==> config.mk <==
export PLATFORM = sky130hd
export DESIGN_NAME = fpu_host_flat
export DESIGN_NICKNAME = d
export VERILOG_FILES = /design/src/rtl/fpu_host_if.sv /design/src/rtl/fpu_host.sv /design/src/flat_wrapper.sv
export SDC_FILE = /design/constraint.sdc
export NUM_CORES = 1
export LEC_CHECK = 0
export ABC_AREA = 0
export CAP_MARGIN = 20
export CORE_ASPECT_RATIO = 0.9
export CORE_MARGIN = 4
export CORE_UTILIZATION = 54
export CTS_BUF_LIST = sky130_fd_sc_hd__clkbuf_2 sky130_fd_sc_hd__clkbuf_4 sky130_fd_sc_hd__clkbuf_8
export DETAILED_ROUTE_END_ITERATION = 8
export PLACE_DENSITY = 0.89
export SETUP_SLACK_MARGIN = 0.15
export SYNTH_ARGS = -nofsm -noshare
export SYNTH_HDL_FRONTEND = slang
export SYNTH_SLANG_ARGS = --single-unit
==> constraint.sdc <==
create_clock -name clock100KHz -period 2.4 [get_ports clock100KHz]
set_input_delay 0.6 -clock clock100KHz [delete_from_list [all_inputs] [get_ports clock100KHz]]
set_output_delay 0.6 -clock clock100KHz [all_outputs]
set_load 0.02 [all_outputs]
==> src/rtl/fpu_host_if.sv <==
// Handshake and data bundle between fpu_host, its byte source, its result sink and the FPU.
interface fpu_host_if;
  logic [7:0]  byte_in;
  logic        byte_valid;
  logic        byte_ready;
  logic [31:0] op_A_out;
  logic [31:0] op_B_out;
  logic [31:0] fpu_data_in;
  logic [3:0]  fpu_status_in;
  logic        fpu_flags_in;
  logic [7:0]  res_byte;
  logic        res_valid;
  logic        res_ready;
  logic        busy;

  modport master (
    output byte_in, byte_valid, fpu_data_in, fpu_status_in, fpu_flags_in, res_ready,
    input  byte_ready, op_A_out, op_B_out, res_byte, res_valid, busy
  );

  modport slave (
    input  byte_in, byte_valid, fpu_data_in, fpu_status_in, fpu_flags_in, res_ready,
    output byte_ready, op_A_out, op_B_out, res_byte, res_valid, busy
  );
endinterface

==> src/rtl/fpu_host.sv <==
// Byte-serial front end for a multi-cycle FPU: loads operands A and B MSB-first,
// waits WAIT_CYCLES, captures the FPU result and streams it back as five bytes.
module fpu_host #(
  parameter int WAIT_CYCLES = 4
) (
  input logic       clock100KHz,
  input logic       reset,
  fpu_host_if.slave bus
);

  typedef enum logic [2:0] {LOAD_A, LOAD_B, WAIT, CAPTURE, SEND} state_t;

  localparam logic [7:0] WAIT_LOAD = 8'(WAIT_CYCLES);

  state_t      r_state;
  state_t      w_nextState;
  logic        r_run;
  logic [2:0]  r_byteCnt;
  logic [7:0]  r_waitCnt;
  logic [31:0] r_shadowA;
  logic [31:0] r_shadowB;
  logic [31:0] r_opA;
  logic [31:0] r_opB;
  logic [31:0] r_data;
  logic [3:0]  r_status;
  logic        r_flag;
  logic        w_byteReady;
  logic        w_byteXfer;
  logic        w_resXfer;
  logic [7:0]  w_resByte;

  // r_run keeps byte_ready low while reset is held and for the edge on which it releases.
  assign w_byteReady = r_run && ((r_state == LOAD_A) || (r_state == LOAD_B));
  assign w_byteXfer  = w_byteReady && bus.byte_valid;
  assign w_resXfer   = (r_state == SEND) && bus.res_ready;

  always_ff @(posedge clock100KHz or negedge reset) begin
    if (!reset) begin
      r_state <= LOAD_A;
    end else begin
      r_state <= w_nextState;
    end
  end

  always_comb begin
    w_nextState = r_state;
    case (r_state)
      LOAD_A:  if (w_byteXfer && (r_byteCnt == 3'd3)) w_nextState = LOAD_B;
      LOAD_B:  if (w_byteXfer && (r_byteCnt == 3'd3)) w_nextState = (WAIT_CYCLES == 1) ? CAPTURE : WAIT;
      WAIT:    if (r_waitCnt <= 8'd2) w_nextState = CAPTURE;
      CAPTURE: w_nextState = SEND;
      SEND:    if (w_resXfer && (r_byteCnt == 3'd4)) w_nextState = LOAD_A;
      default: w_nextState = LOAD_A;
    endcase
  end

  // One byte counter serves both loading and sending; it clears whenever the phase changes.
  always_ff @(posedge clock100KHz or negedge reset) begin
    if (!reset) begin
      r_run     <= 1'b0;
      r_byteCnt <= '0;
      r_waitCnt <= '0;
      r_shadowA <= '0;
      r_shadowB <= '0;
      r_opA     <= '0;
      r_opB     <= '0;
      r_data    <= '0;
      r_status  <= '0;
      r_flag    <= 1'b0;
    end else begin
      r_run <= 1'b1;
      if (w_byteXfer || w_resXfer) begin
        r_byteCnt <= (w_nextState != r_state) ? 3'd0 : r_byteCnt + 3'd1;
      end
      if (w_byteXfer && (r_state == LOAD_A)) begin
        r_shadowA <= {r_shadowA[23:0], bus.byte_in};
      end
      if (w_byteXfer && (r_state == LOAD_B)) begin
        r_shadowB <= {r_shadowB[23:0], bus.byte_in};
        if (r_byteCnt == 3'd3) begin
          r_opA     <= r_shadowA;
          r_opB     <= {r_shadowB[23:0], bus.byte_in};
          r_waitCnt <= WAIT_LOAD;
        end
      end
      if (r_state == WAIT) begin
        r_waitCnt <= r_waitCnt - 8'd1;
      end
      if (r_state == CAPTURE) begin
        r_data   <= bus.fpu_data_in;
        r_status <= bus.fpu_status_in;
        r_flag   <= bus.fpu_flags_in;
      end
    end
  end

  always_comb begin
    w_resByte = '0;
    if (r_state == SEND) begin
      case (r_byteCnt)
        3'd0:    w_resByte = r_data[31:24];
        3'd1:    w_resByte = r_data[23:16];
        3'd2:    w_resByte = r_data[15:8];
        3'd3:    w_resByte = r_data[7:0];
        default: w_resByte = {3'b000, r_flag, r_status};
      endcase
    end
  end

  assign bus.byte_ready = w_byteReady;
  assign bus.op_A_out   = r_opA;
  assign bus.op_B_out   = r_opB;
  assign bus.res_byte   = w_resByte;
  assign bus.res_valid  = (r_state == SEND);
  assign bus.busy       = !((r_state == LOAD_A) && (r_byteCnt == 3'd0));

endmodule

==> src/flat_wrapper.sv <==
// flat-port wrapper written by rule: the top's interface ports become plain ports
module fpu_host_flat 
#(
  parameter int WAIT_CYCLES = 4
)
  (clock100KHz, reset, bus_byte_in, bus_byte_valid, bus_fpu_data_in, bus_fpu_status_in, bus_fpu_flags_in, bus_res_ready, bus_byte_ready, bus_op_A_out, bus_op_B_out, bus_res_byte, bus_res_valid, bus_busy);
  fpu_host_if bus_i ();
  input logic clock100KHz;
  input logic reset;
  input wire logic [$bits(bus_i.byte_in)-1:0] bus_byte_in;
  input wire logic [$bits(bus_i.byte_valid)-1:0] bus_byte_valid;
  input wire logic [$bits(bus_i.fpu_data_in)-1:0] bus_fpu_data_in;
  input wire logic [$bits(bus_i.fpu_status_in)-1:0] bus_fpu_status_in;
  input wire logic [$bits(bus_i.fpu_flags_in)-1:0] bus_fpu_flags_in;
  input wire logic [$bits(bus_i.res_ready)-1:0] bus_res_ready;
  output wire logic [$bits(bus_i.byte_ready)-1:0] bus_byte_ready;
  output wire logic [$bits(bus_i.op_A_out)-1:0] bus_op_A_out;
  output wire logic [$bits(bus_i.op_B_out)-1:0] bus_op_B_out;
  output wire logic [$bits(bus_i.res_byte)-1:0] bus_res_byte;
  output wire logic [$bits(bus_i.res_valid)-1:0] bus_res_valid;
  output wire logic [$bits(bus_i.busy)-1:0] bus_busy;
  assign bus_i.byte_in = bus_byte_in;
  assign bus_i.byte_valid = bus_byte_valid;
  assign bus_i.fpu_data_in = bus_fpu_data_in;
  assign bus_i.fpu_status_in = bus_fpu_status_in;
  assign bus_i.fpu_flags_in = bus_fpu_flags_in;
  assign bus_i.res_ready = bus_res_ready;
  assign bus_byte_ready = bus_i.byte_ready;
  assign bus_op_A_out = bus_i.op_A_out;
  assign bus_op_B_out = bus_i.op_B_out;
  assign bus_res_byte = bus_i.res_byte;
  assign bus_res_valid = bus_i.res_valid;
  assign bus_busy = bus_i.busy;
  fpu_host #(.WAIT_CYCLES(WAIT_CYCLES)) u_core (.clock100KHz(clock100KHz), .reset(reset), .bus(bus_i));
endmodule
; ---- Yosys cells after proc, flatten, opt, wreduce, memory -nomap -nowiden
; Cells that the tools add are included.
[totals]
output_inout_bits = 75
elab_cells = 51
register_bits = 172
[classes]
muxes = 11
n_addsub = 2
magnitude_cmp = 1
eq_ne = 9
reduce_logical = 17
[ops]
columns = cell, n
row1 = $mux W8, 4
row2 = $pmux W8 S4, 1
row3 = $mux W3, 5
row4 = $pmux W3 S5, 1
row5 = $eq A3 B2 Y1 const B, 4
row6 = $le A8 B2 Y1 const B, 1
row7 = $logic_and A1 B1 Y1, 8
row8 = $sub A8 B1 Y8 const B, 1
row9 = $eq A3 B1 Y1 const B, 2
row10 = $eq A3 B3 Y1 const B, 2
row11 = $logic_not A3 Y1, 2
row12 = $reduce_and A2 Y1, 2
row13 = $reduce_bool A2 Y1, 2
row14 = $add A3 B1 Y3 const B, 1
row15 = $ne A3 B3 Y1, 1
row16 = $logic_or A1 B1 Y1, 2
row17 = $logic_not A1 Y1, 1

; ---- Logic depth before layout (Yosys ltp)
; Gate-level depths: netlist of the first run.
[depth]
ltp_word = 9
ltp_mapped = 9
depth_no_buf = 6

; ---- Worst setup path after synthesis of the first run
; No wires, ideal clock.
[synth_timing]
path_type = flip-flop to output port
start = register u_core.r_byteCnt[1]
end = output port bus_res_byte[0]
slack_ns = -0.009
arrival_time_ns = 1.809
path_buffers = 1
stages_incl_launch_ff = 8
path_cell_list = dfrtp_1 > inv_1 > ha_1 > clkbuf_1 > or3_1 > a21oi_1 > a221oi_1 > nor2_1
[synth_via]
elab_chain_len = 3
elab_cells_between_ends = 6
classes_between = eq/ne (3) / mux (2) / reduce/logical (1)
[synth_lines]
columns = item, line
row1 = start: declaration, fpu_host.sv:18  ; logic [2:0] r_byteCnt;
row2 = start signal: assignment, fpu_host.sv:73  ; r_byteCnt <= (w_nextState != r_state) ? 3'd0 : r_byteCnt + 3'd1;
row3 = $eq A3 B2 Y1 (tied with other cells), fpu_host.sv:100  ; case (r_byteCnt)
row4 = $pmux W8 S4 (*), fpu_host.sv:100
row5 = $mux W8 (*), fpu_host.sv:99  ; if (r_state == SEND) begin
row6 = end: declaration, flat_wrapper.sv:19  ; output wire logic [$bits(bus_i.res_byte)-1:0] bus_res_byte;
; Every way passes the cells marked *; elsewhere a longest branch is shown, timed or not.

; ---- Final worst setup path of the first run
[layout_timing]
start = register u_core.r_byteCnt[0]
end = output port bus_res_byte[2]
; The elaborated chain is that of the path after synthesis.

==> impl_metrics.env, run 1 <==
export IMPL_layout_common_cells="dfrtp_1, mux2_2, clkdlybuf4s50_1, clkbuf_8, buf_4"
export IMPL_worstPathArrival_ns=2.29
export IMPL_critPathRequiredTime_ns=1.80
export IMPL_holdPathStages=1
export IMPL_fin_total_pwr_mw=11.0
export IMPL_power_density_nw_per_um2=1220
export IMPL_coreArea_um2=12200
export IMPL_max_freq_mhz=346
export IMPL_firstDrtPassIters=4
export IMPL_layout_setup_ws_ns=-0.488
export IMPL_critPathKind="flop to output pin"
export IMPL_seqPwrFrac_pct=45.2
export IMPL_worstMarginPinSlew_ns=0.624
export IMPL_p_leak_nw=4.11
export IMPL_async_flop_share_pct=100
export IMPL_start_util_pct=56.1
export IMPL_power_switching_share_pct=34.1
export IMPL_htreeDepth=4
export IMPL_synthFlopType="dfrtp_1"
export IMPL_p_int_mw=7.21
export IMPL_antenna_cells=0
export IMPL_setup_viol=8
export IMPL_power_frac_comb_pct=36.8
export IMPL_port_buffers=123
export IMPL_layout_nets=664
export IMPL_fin_crit_ns=2.89
export IMPL_root_buffer="clkbuf_8"
export IMPL_slew_limit_headroom_pct=58.1
export IMPL_layout_commonest_cell="dfrtp_1"
export IMPL_p_clk_share_pct=18.0
export IMPL_worst_path_max_fanout=8
export IMPL_dieArea_um2=14600
export IMPL_grt_pass1_vias=4764
export IMPL_antenna_found_initial=0
export IMPL_globalplace_congestion=0.855
export IMPL_synth_seq_area_share_pct=62.8
export IMPL_rows=38
export IMPL_place_ws_ns=-0.489
export IMPL_numCtsBuffers=17
export IMPL_clockBufferDepth=2
export IMPL_dr_first_iter_drc_count=321
export IMPL_clk_pin_slew_ns=0.09
export IMPL_ys_top_cells_by_area="dfrtp_1, mux2_2, ha_1"
export IMPL_clk_latency_ns=0.46
export IMPL_synth_edff_count=0
export IMPL_finalHoldViolations=0
export IMPL_slew_viol_final=0
export IMPL_area_growth_pct=31.1
export IMPL_grt_pass1_wl_mm=24.2
export IMPL_vias=4355
export IMPL_synth_area_um2=6860
export IMPL_ioPinCount=124
export IMPL_grtUsageMet2_pct=35.3
export IMPL_cap_violations=0
export IMPL_final_fill_count=707
export IMPL_grt_busiest_layer="met2"
export IMPL_netlist_area_leader_share_pct=62.8
export IMPL_r2r_cells=8
export IMPL_yosysUniqueCellTypes=34
export IMPL_hold_class="flop to flop"
export IMPL_cp_start_kind="flop"
export IMPL_routedWlPerCell_um=19.4
export IMPL_stdcell_area_um2=8990
export IMPL_syn_inst=458
export IMPL_cts_sinks=172
export IMPL_violations="setup timing"
export IMPL_syn_area_per_cell_um2=15.0
export IMPL_drc=0
export IMPL_drtAntennaViolNets=0
export IMPL_die_w_um=127
export IMPL_ys_seq_elements=172
export IMPL_vias_per_cell=5.58
export IMPL_gr_total_overflow=0
export IMPL_grt_usage_pct=21.4
export IMPL_yosysTopAreaCell="dfrtp_1"
export IMPL_rrSetupSlack_ns=0.19
export IMPL_wl_mm=15.2
export IMPL_end_kind="output pin"
export IMPL_drive_above_1_share_pct=41.9
export IMPL_outcome="complete, but fails checks"
export IMPL_switching_power_mw=3.74
export IMPL_cts_tree="yes"
export IMPL_yosys_warnings=0
export IMPL_grt_max_degree=72
export IMPL_place_area_um2=8430
export IMPL_fin_crit_sh_pct=120
export IMPL_die_y_um=115
export IMPL_dp_hpwl_mm=9.85
export IMPL_peakVddDrop_mv=0.631
export IMPL_fin_skew_ns=0.0169
export IMPL_synth_fp_nets=514
export IMPL_rsz0062_at_grt="yes"
export IMPL_grtUsageMet3_pct=5.85
export IMPL_use_met1_pct=27.6
[flip-flops by register name, indices dropped and copies added, names as in the netlist]
register and cells:
u_core.bus.op_A_out 32, u_core.bus.op_B_out 32, u_core.r_data 32, u_core.r_shadowA 32, u_core.r_shadowB 24, u_core.r_waitCnt 8, u_core.r_status 4, u_core.r_byteCnt 3
u_core.r_state 3, u_core.r_flag 1, u_core.r_run 1
[power groups by stage]
stage	logic [mW]	registers, mW	clock network, mW
after detailed placement	3.67	4.95	0
final	4.03	4.96	1.97
after floorplan	1.89	5.09	0
after CTS	3.96	4.93	2.00
after global placement	3.50	4.85	0
after global routing	4.33	5.10	2.15
[through the flow]
step	utilization (%)	setup TNS [ns]	hold WS, ns	std cells
after detailed placement	69.0	-3.59	0.483	740
after CTS	73.0	-2.54	0.00184	778
after global placement	69.0	-2.65	0.466	740
after global routing	73.6	-3.79	0.522	781
after floorplan	-	0	0.304	458
final	73.6	-3.18	0.494	781
[cell type report]
cell class / instances / area [µm²] / area share (%)
multi-input combinational: 256 / 2520 / 28.1
inverter: 7 / 26.3 / 0.292
sequential: 172 / 4310 / 47.9
clock buffer: 18 / 248 / 2.75
timing repair buffer: 154 / 1550 / 17.3
clock inverter: 14 / 136 / 1.52
tap: 160 / 200 / 2.23
[critical path, stage by stage, from the launching register on]
cell,delay [ns]
dfrtp_2,0.44
inv_2,0.08
ha_2,0.20
buf_6,0.14
a222oi_1,0.42
nor2_1,0.14
a221oi_2,0.22
nor2_2,0.06
buf_6,0.13
[cell usage after synthesis, types with 2 or more instances]
| cell type | instances |
|---|---|
| o21ai_0 | 6 |
| o22ai_1 | 2 |
| and2_1 | 2 |
| a222oi_1 | 8 |
| a221oi_1 | 5 |
| clkbuf_1 | 6 |
| dfrtp_1 | 172 |
| a21oi_1 | 7 |
| nand3_1 | 8 |
| nand3_2 | 2 |
| inv_1 | 7 |
| ha_1 | 7 |
| nand2_1 | 9 |
| mux2i_1 | 3 |
| and3_1 | 2 |
| nor2_1 | 22 |
| nor3_1 | 2 |
| buf_2 | 16 |
| mux2_2 | 157 |
[metal layers]
metal	vias up	part of all wire (%)
li1	1957	-
met1	2245	44
met2	123	50
met3	30	4.2
met4	0	2.1
met5	-	0
[cell families (layout without fill, tap and decap cells)]
family	Yosys count	count (layout)	synth area share [%]
xor gates and xnor gates	1	1	0.128
AOI/OAI and AO/OA	32	32	3.47
adders and majority gates	7	7	1.28
buffers and inverters	30	193	2.04
and+or+nand+nor	55	55	4.07
other	1	1	0.0547
DFF	172	172	62.8
muxes	160	160	26.2
[path summary, 6_finish.rpt]
path	start	endpoint
min in group asynchronous	reset	u_core.bus.op_B_out[29]
max	u_core.r_byteCnt[0]	bus_res_byte[2]
min	u_core.r_waitCnt[7]	u_core.r_waitCnt[7]
min reg2reg	u_core.r_waitCnt[7]	u_core.r_waitCnt[7]
max reg2reg	u_core.r_byteCnt[0]	u_core.bus.op_A_out[16]
max in group asynchronous	reset	u_core.r_byteCnt[0]
[what timing repair did]
item | in CTS | in global routing
gates cloned | 0 | 1
hold endpoints to repair | 0 | 2
hold buffers | 0 | 1
buffers inserted | 6 | 1
pin swaps | 6 | 8
gates resized for setup | 68 | 13
endpoints found under the setup margin | 11 | 46
Power figures use the tool's default switching activity.
==> run 2, diff against run 1 <==
--- a/config.mk
+++ b/config.mk
@@ -12,7 +12,7 @@
 export CORE_UTILIZATION = 54
 export CTS_BUF_LIST = sky130_fd_sc_hd__clkbuf_2 sky130_fd_sc_hd__clkbuf_4 sky130_fd_sc_hd__clkbuf_8
 export DETAILED_ROUTE_END_ITERATION = 8
-export PLACE_DENSITY = 0.89
+export PLACE_DENSITY = 0.93
 export SETUP_SLACK_MARGIN = 0.15
 export SYNTH_ARGS = -nofsm -noshare
 export SYNTH_HDL_FRONTEND = slang
==> run 2 against run 1 <==
  * The run still ends with setup timing left
  * Die area stayed put
  * Sequential power about the same
  * Sequential share of layout area shrank 0.16 points
  * Clock-buffer cell count grew 1
  * Critical path depth did not move
  * Total power increased by 0.43%
==> impl_metrics.env, run 2 (synthesized netlist as in run 1, its figures left out) <==
export IMPL_setup_viol=8
export IMPL_outcome="complete, but fails checks"
export IMPL_antenna_cells=0
export IMPL_htreeDepth=4
export IMPL_cts_sinks=172
export IMPL_worstReg2RegEnd="u_core.bus.op_B_out[28]"
export IMPL_fin_skew_ns=0.0178
export IMPL_fin_crit_sh_pct=117
export IMPL_p_clk_share_pct=18.1
export IMPL_root_buffer="clkbuf_8"
export IMPL_layout_common_cells="dfrtp_1, mux2_2, clkdlybuf4s50_1, clkbuf_8, buf_4"
export IMPL_fin_crit_ns=2.81
export IMPL_slowest_stage="dfrtp_1"
export IMPL_antenna_found_initial=0
export IMPL_vias_per_cell=5.51
export IMPL_fin_total_pwr_mw=11.0
export IMPL_power_frac_comb_pct=36.8
export IMPL_clockBufferDepth=2
export IMPL_crit_path_cell_trace="buf_6, ha_4, or3_4, a21oi_4, buf_12, a221oi_2, nor2_2, buf_6"
export IMPL_drtAntennaViolNets=0
export IMPL_rrSetupSlack_ns=0.22
export IMPL_layout_setup_ws_ns=-0.409
export IMPL_drive_above_1_share_pct=42.0
export IMPL_max_freq_mhz=356
export IMPL_rsz0062_at_grt="yes"
export IMPL_fin_cells=776
export IMPL_hold_class="input pin to async pin"
export IMPL_cpMostUsedCell="buf_6"
export IMPL_grt_usage_pct=21.6
export IMPL_r2r_cells=8
export IMPL_start_util_pct=56.1
export IMPL_worstMarginPinSlew_ns=0.566
export IMPL_cap_violations=0
export IMPL_die_y_um=115
export IMPL_dr_first_iter_drc_count=273
export IMPL_cts_tree="yes"
export IMPL_power_density_nw_per_um2=1220
export IMPL_dp_hpwl_mm=10.1
export IMPL_dp_cells=741
export IMPL_drc=0
export IMPL_power_switching_share_pct=33.6
export IMPL_finalHoldViolations=0
export IMPL_seqPwrFrac_pct=45.0
export IMPL_vias=4275
export IMPL_dieArea_um2=14600
export IMPL_coreArea_um2=12200
export IMPL_globalplace_congestion=0.816
export IMPL_clk_pin_slew_ns=0.10
export IMPL_clk_latency_ns=0.45
export IMPL_peakVddDrop_mv=0.701
export IMPL_die_w_um=127
export IMPL_layout_nets=660
export IMPL_numCtsBuffers=17
export IMPL_p_leak_nw=4.11
export IMPL_firstDrtPassIters=7
export IMPL_critPathKind="flop to output pin"
export IMPL_area_growth_pct=31.6
export IMPL_worstPathArrival_ns=2.21
export IMPL_worst_path_max_fanout=6
export IMPL_layout_commonest_cell="dfrtp_1"
export IMPL_gr_total_overflow=0
export IMPL_slew_limit_headroom_pct=62.0
export IMPL_critical_path_max_stage_delay_ns=0.41
export IMPL_wl_mm=15.3
export IMPL_p_int_mw=7.31
export IMPL_ioPinCount=124
export IMPL_slew_viol_final=0
export IMPL_violations="setup timing"
export IMPL_timing_rr_start="u_core.r_byteCnt[1]"
export IMPL_routedWlPerCell_um=19.7
export IMPL_grt_max_degree=58
export IMPL_switching_power_mw=3.69
export IMPL_end_kind="output pin"
export IMPL_grt_pass1_wl_mm=24.5
export IMPL_port_buffers=123
export IMPL_hold_buffers=0
export IMPL_rows=38
export IMPL_grt_pass1_vias=4662
export IMPL_critPathRequiredTime_ns=1.80
export IMPL_cp_start_kind="flop"
## run 2: changes by cell type in the layout (fill, tap and decap cells not counted), moves of 2 or more
| cell | delta |
|---|---|
| inv_6 | -2 |
| ha_2 | -2 |
| buf_2 | -3 |
| nor2_1 | -3 |
| nor2_4 | +2 |
## run 2: layout make-up
class	count	area [µm²]
Sequential cell	172	4310
Inverter	7	28.8
Clock buffer	19	255
Clock inverter	12	140
Tap cell	160	200
Timing Repair Buffer	150	1540
Multi-Input combinational cell	256	2560
Fill cell	727	3200
## run 2: critical path, delay by kind of cell (launching register included)
kind,cells,cell delay (ns)
AO/OA/AOI/OAI,2,0.24
adder cells (fa/ha/maj),1,0.16
buffers and inverters,3,0.41
flip-flops,1,0.41
AND/OR/NAND/NOR,2,0.54
## run 2: worst max-delay path by stage
stage                   startpoint               to  slack [ns]  cells past startpoint
4_1_cts        u_core.r_byteCnt[1]  bus_res_byte[0]       -0.37                      7
2_1_floorplan  u_core.r_byteCnt[0]  bus_res_byte[5]        0.12                      7
5_1_grt        u_core.r_byteCnt[1]  bus_res_byte[1]       -0.50                      8
3_5_place_dp   u_core.r_byteCnt[1]  bus_res_byte[2]       -0.45                      7
3_3_place_gp   u_core.r_byteCnt[0]  bus_res_byte[4]       -0.38                      7
6_report       u_core.r_byteCnt[1]  bus_res_byte[1]       -0.41                      8
## run 2: repair_timing
item | in CTS | in global routing
setup endpoints to repair | 11 | 18
pin swaps | 7 | 10
resized for setup | 66 | 25
buffers inserted | 2 | 1
cloned | 0 | 1
## run 2: power by group through the flow
stage / combinational [mW] / clock, mW / sequential [mW]
after CTS: 3.86 / 2.04 / 4.91
after floorplan: 1.89 / 0 / 5.09
after global placement: 3.50 / 0 / 4.85
after global routing: 4.36 / 2.17 / 5.10
final: 4.05 / 1.99 / 4.96
after detailed placement: 3.67 / 0 / 4.94
## run 2: through the flow
| stage | hold WS (ns) | util, % | TNS [ns] | cell area (µm²) | worst slack, ns |
|---|---|---|---|---|---|
| 3_3_place_gp | 0.466 | 69.0 | -2.73 | 8440 | -0.383 |
| 6_report | 0.0999 | 73.8 | -3.00 | 9020 | -0.409 |
| 4_1_cts | 0.0950 | 72.8 | -2.76 | 8900 | -0.375 |
| 3_5_place_dp | 0.494 | 69.0 | -3.13 | 8440 | -0.454 |
| 5_1_grt | 0.107 | 73.8 | -3.75 | 9020 | -0.503 |
| 2_1_floorplan | 0.304 | - | 0 | 6880 | 0.122 |
## run 2: routing by layer
layer | share of wire (%) | up-vias | wire [µm] | GRT usage [%]
li1 | - | 1935 | - | -
met1 | 41 | 2177 | 6320 | 27.5
met2 | 52 | 127 | 7870 | 35.6
met3 | 4.5 | 36 | 691 | 5.57
met4 | 2.6 | 0 | 404 | 8.93
met5 | 0 | - | 0 | 0
